File: config.mk
export PLATFORM = sky130hd
export DESIGN_NAME = dsi_reg_slave
export DESIGN_NICKNAME = d
export VERILOG_FILES = /design/src/rtl/dsi_reg_slave.sv
export SDC_FILE = /design/constraint.sdc
export NUM_CORES = 1
export LEC_CHECK = 0
export ABC_AREA = 0
export BUFFER_PORTS_ARGS = -buffer_cell sky130_fd_sc_hd__clkbuf_2
export CAP_MARGIN = 30
export CORE_AREA = 5 5 316 318
export CTS_CLUSTER_DIAMETER = 120
export DETAILED_ROUTE_END_ITERATION = 6
export DIE_AREA = 0 0 321 323
export GPL_TIMING_DRIVEN = 0
export SLEW_MARGIN = 20
export SYNTH_ARGS = -nofsm -noshare
export SYNTH_HDL_FRONTEND = slang
export SYNTH_SLANG_ARGS = --single-unit
export TNS_END_PERCENT = 5
File: constraint.sdc
create_clock -name clk_i -period 2.3 [get_ports clk_i]
set_clock_uncertainty 0.2 [all_clocks]
set_input_delay 0.46 -clock clk_i [delete_from_list [all_inputs] [get_ports clk_i]]
set_output_delay 0.46 -clock clk_i [all_outputs]
set_load 0.01 [all_outputs]
File: src/rtl/dsi_reg_slave.sv
// DSI controller register bank: AW/W write responder driving flat config outputs, 1-cycle commit.
// Define DSI_REG_READ_EN to add the AR/R read channel.
module dsi_reg_slave #(
  parameter int          ADDR_W   = 8,
  parameter int          REG_NUM  = 24,
  parameter logic [31:0] ID_VALUE = 32'h4453_4901
) (
  input  logic                  clk_i,
  input  logic                  rst_n_i,
  input  logic [ADDR_W-1:0]     awaddr_i,
  input  logic                  awvalid_i,
  output logic                  awready_o,
  input  logic [31:0]           wdata_i,
  input  logic                  wvalid_i,
  output logic                  wready_o,
  output logic                  bvalid_o,
  output logic [1:0]            bresp_o,
  input  logic                  bready_i,
`ifdef DSI_REG_READ_EN
  input  logic [ADDR_W-1:0]     araddr_i,
  input  logic                  arvalid_i,
  output logic                  arready_o,
  output logic [31:0]           rdata_o,
  output logic [1:0]            rresp_o,
  output logic                  rvalid_o,
  input  logic                  rready_i,
`endif
  output logic [REG_NUM*32-1:0] cfg_o,
  output logic                  wr_stb_o,
  output logic [4:0]            wr_idx_o
);

  localparam int IDX_W  = ADDR_W - 2;
  localparam int BANK_W = $clog2(REG_NUM);

  logic              r_aw_full;
  logic [ADDR_W-1:0] r_aw_addr;
  logic              r_w_full;
  logic [31:0]       r_w_data;
  logic              r_bvalid;
  logic [1:0]        r_bresp;
  logic              r_wr_stb;
  logic [4:0]        r_wr_idx;
  logic [31:0]       r_bank [REG_NUM];

  logic [IDX_W-1:0]  w_aw_idx;
  logic              w_wr_ok;
  logic              w_commit;

  assign w_aw_idx = r_aw_addr[ADDR_W-1:2];
  // Word 0 is the read-only ID; misaligned or out-of-range addresses never alias.
  assign w_wr_ok  = (r_aw_addr[1:0] == 2'b00) && (32'(w_aw_idx) < REG_NUM) && (w_aw_idx != '0);
  assign w_commit = r_aw_full && r_w_full && (!r_bvalid || bready_i);

  assign awready_o = ~r_aw_full;
  assign wready_o  = ~r_w_full;
  assign bvalid_o  = r_bvalid;
  assign bresp_o   = r_bresp;
  assign wr_stb_o  = r_wr_stb;
  assign wr_idx_o  = r_wr_idx;

  always_ff @(posedge clk_i or negedge rst_n_i) begin
    if (!rst_n_i) begin
      r_aw_full <= 1'b0;
      r_aw_addr <= '0;
      r_w_full  <= 1'b0;
      r_w_data  <= '0;
      r_bvalid  <= 1'b0;
      r_bresp   <= 2'b00;
      r_wr_stb  <= 1'b0;
      r_wr_idx  <= '0;
      for (int k = 0; k < REG_NUM; k++) begin
        r_bank[k] <= (k == 0) ? ID_VALUE : 32'h0;
      end
    end else begin
      r_wr_stb <= w_commit && w_wr_ok;
      if (w_commit) begin
        r_aw_full <= 1'b0;
        r_w_full  <= 1'b0;
        r_bvalid  <= 1'b1;
        r_bresp   <= w_wr_ok ? 2'b00 : 2'b10;
        if (w_wr_ok) begin
          r_bank[w_aw_idx[BANK_W-1:0]] <= r_w_data;
          r_wr_idx                     <= w_aw_idx[4:0];
        end
      end else begin
        if (awvalid_i && !r_aw_full) begin
          r_aw_full <= 1'b1;
          r_aw_addr <= awaddr_i;
        end
        if (wvalid_i && !r_w_full) begin
          r_w_full <= 1'b1;
          r_w_data <= wdata_i;
        end
        if (bready_i) begin
          r_bvalid <= 1'b0;
        end
      end
    end
  end

  genvar g;
  generate
    for (g = 0; g < REG_NUM; g++) begin : g_cfg
      assign cfg_o[g*32 +: 32] = r_bank[g];
    end
  endgenerate

`ifdef DSI_REG_READ_EN
  logic             r_rvalid;
  logic [31:0]      r_rdata;
  logic [1:0]       r_rresp;
  logic [IDX_W-1:0] w_ar_idx;
  logic             w_rd_ok;

  assign w_ar_idx  = araddr_i[ADDR_W-1:2];
  assign w_rd_ok   = (araddr_i[1:0] == 2'b00) && (32'(w_ar_idx) < REG_NUM);
  assign arready_o = ~r_rvalid;
  assign rvalid_o  = r_rvalid;
  assign rdata_o   = r_rdata;
  assign rresp_o   = r_rresp;

  // Bank is sampled before any same-edge commit lands, so reads see the old value.
  always_ff @(posedge clk_i or negedge rst_n_i) begin
    if (!rst_n_i) begin
      r_rvalid <= 1'b0;
      r_rdata  <= '0;
      r_rresp  <= 2'b00;
    end else if (arvalid_i && !r_rvalid) begin
      r_rvalid <= 1'b1;
      r_rdata  <= w_rd_ok ? r_bank[w_ar_idx[BANK_W-1:0]] : 32'h0;
      r_rresp  <= w_rd_ok ? 2'b00 : 2'b10;
    end else if (rready_i) begin
      r_rvalid <= 1'b0;
    end
  end
`endif

endmodule

==> impl_metrics.tcl <==
set metrics [dict create \
    wl_per_cell_microns 24.8 \
    die_w_microns 321 \
    switching_share_pct 33.0 \
    end_kind "register" \
    cts_max_level 3 \
    finalWirelength_mm 104 \
    grt_max_degree 86 \
    dieArea_sq_um 104000 \
    fin_util_pct 43.6 \
    holdWs_ns 0.0563 \
    crit_family "simple AND/OR/NAND/NOR gates" \
    grt_usage_pct 19.6 \
    fin_ws_ns -0.427 \
    worst_hold_path_type "input pin to asynchronous set/reset pin" \
    grt_setup_unrepaired "true" \
    rr_startpoint "r_aw_addr[5]" \
    violations "negative setup slack" \
    pwr-share-clk_pct 32.1 \
    path_cells "clkbuf_1 > nor3b_2 > nand2_2 > buf_2 > mux2_2" \
    arrival_ns 3.06 \
    port_buffers 822 \
    cts.sink_count 818 \
    start_util_pct 31.7 \
    synth-main-ff-cell "dfrtp_1" \
    place_hpwl_mm 77.9 \
    power_switching_mw 15.6 \
    critPathRequiredTime_ns 2.63 \
    core-area_sq_um 96300 \
    numCtsBuffers 90 \
    max_stage_delay_ns 0.52 \
    max_slew_margin_pct 36.5 \
    met1_usage_pct 24.2 \
    setup.worst_path.start "r_aw_addr[5]" \
    hold_viol 0 \
    netlist_top_cells_area "dfrtp_1, mux2_2, clkbuf_1" \
    busiest_layer "met2" \
    maxCapViolCount 0 \
    synth_nets 1878 \
    drv_slew 0 \
    clk_latency_ns 0.65 \
    mostFrequentLayoutCells "clkbuf_2, dfrtp_1, mux2_2" \
    crit_type "register to register" \
    cts-root-buf "clkbuf_16" \
    ios 824 \
    gp_congestion 0.793 \
    drc 0 \
    post-route-min-period_ns 2.73 \
    gr-usage-met3_pct 5.33 \
    power_density_nw_per_um2 1120 \
    max_slew.worst_pin.slew_ns 0.953 \
    comb_power_share_pct 26.3 \
    ys_seq_elements 818 \
    syn_area_per_cell_sq_um 16.6 \
    seq_power_share_pct 41.6 \
    path_clk_slew_ns 0.06 \
    vias 19336 \
    synth_top_area_share_pct 66.3 \
    die_h_microns 323 \
    drive_gt1_share_pct 65.5 \
    setup_viol 781 \
    path_buf_inv 2 \
    finalCritPeriodShare_pct 119 \
    rows 114 \
    p_int_mw 31.7 \
    fmax_mhz 367 \
    vias_per_cell 4.60 \
    grt_util_met2_pct 32.9 \
    synth_cells 1833 \
    layout_commonest_cell "clkbuf_2" \
    first_iter_violations 852 \
    grt_overflow 0 \
    ys_async_sr_fraction_pct 100 \
    syn_area_sq_um 30500 \
    synth.distinct_cells 27 \
    area_growth_pct 37.7 \
    start_kind "register" \
    power_leakage_nw 22.6 \
    grt_pass1_wl_mm 150 \
    reg2reg_slack_ns -0.43 \
    nNetsFinal 2889 \
    synth_edf_count 0 \
    outcome "complete, but fails checks" \
    synth_top_area_cell "dfrtp_1" \
    ys_seq_area_share_pct 67.1 \
    ant_nets 0 \
    yosys_warnings 0 \
    cts_tree "yes" \
    drt_pass1_iterations 4 \
    cpMaxStageDelayCell "nor3b_2" \
    clk_path_buf_depth 3 \
    irDropWorstVdd_mv 0.679 \
    antenna_found_initial 10 \
    grt_pass1_vias 20707 \
    worstPathMaxFanout 10 \
]
Yosys cell counts, types with 2 or more instances:
cell	instances
dfrtp_1	808
mux2_2	768
clkbuf_1	103
buf_2	32
buf_1	21
buf_6	18
nand2_1	17
mux2_1	13
dfstp_2	10
nor2_1	7
nor2_4	6
nor2b_1	4
nand2b_1	3
nor3b_1	3
or4_4	3
inv_1	2
nand3b_1	2
nand4b_1	2
nor3_1	2
nor4_2	2
metal layers:
metal	up-vias	part of all wire, %	wire length (microns)
li1	8438	-	-
met1	10074	39	41100
met2	645	49	51100
met3	175	7.5	7850
met4	4	3.9	4050
met5	-	0.020	21
sequential cells by signal (all words and copies together), names as in the netlist:
name	flops
r_w_full	1
r_w_data	32
bresp_o	1
r_aw_full	1
bvalid_o	1
wr_stb_o	1
wr_idx_o	5
cfg_o	768
r_aw_addr	8
final timing paths:
kind / to / depth (start not counted)
worst max-delay path: cfg_o[367] / 5
worst min-delay path: cfg_o[666] / 6
worst max register to register: cfg_o[367] / 5
worst min register to register: cfg_o[22] / 1
max in group asynchronous: cfg_o[17] / 9
min in group clk_i: bvalid_o / 4
stage by stage:
| step | setup WS (ns) | area (sq um) | power, mW | cells | setup TNS [ns] |
|---|---|---|---|---|---|
| detailed placement | -1.37 | 36700 | 31.8 | 3951 | -694.95 |
| finish | -0.427 | 42000 | 47.3 | 4199 | -185.25 |
| global placement | -19.78 | 36200 | 31.4 | 3931 | - |
| CTS | -0.425 | 41900 | 47.8 | 4193 | -203.65 |
| global route | -0.543 | 42000 | 49.6 | 4196 | -261.85 |
| floorplan | -0.0531 | 30500 | 24.9 | 1833 | -9.06 |
repair_timing:
item | CTS | global route
endpoints found under the setup margin | 770 | 885
gates cloned | 3 | 0
pin swaps | 11 | 7
endpoints found under the hold margin | 315 | 30
buffers inserted | 20 | 1
gates resized for setup | 313 | 53
hold buffers | 53 | 1
power by group through the flow:
stage,registers (mW),clock network (mW),logic [mW]
2_1_floorplan,20.5,0,4.35
3_3_place_gp,19.7,0,11.7
3_5_place_dp,19.7,0,12.0
4_1_cts,19.6,15.5,12.7
5_1_grt,20.0,16.2,13.4
6_report,19.6,15.2,12.4
worst min-delay path, cell delays in order:
cell,delay (ns)
clkbuf_8,0.11
buf_16,0.10
buf_16,0.09
buf_16,0.12
buf_16,0.13
buf_16,0.31
area by class of cell:
cell class | instances | area (sq um)
fillers | 8903 | 54300
repair buffers | 919 | 5580
flip-flops and latches | 818 | 20500
well taps | 1276 | 1600
multi-input cells | 838 | 9910
inverters | 2 | 7.51
diodes | 5 | 12.5
clock buffers | 130 | 2560
plain buffers | 175 | 1300
clock inverters | 36 | 562
kinds of logic (layout without fill, tap and decap cells):
| kind of cell | count (synthesis) | after routing | share of synthesized area [%] |
|---|---|---|---|
| DFF | 818 | 818 | 67.1 |
| muxes | 781 | 781 | 28.8 |
| buffers and inverters | 177 | 1262 | 2.76 |
| other | 1 | 6 | 0.0123 |
| AOI/OAI and AO/OA | 2 | 2 | 0.0861 |
| and+or+nand+nor | 54 | 54 | 1.18 |
(Power assumes the default switching activity.)
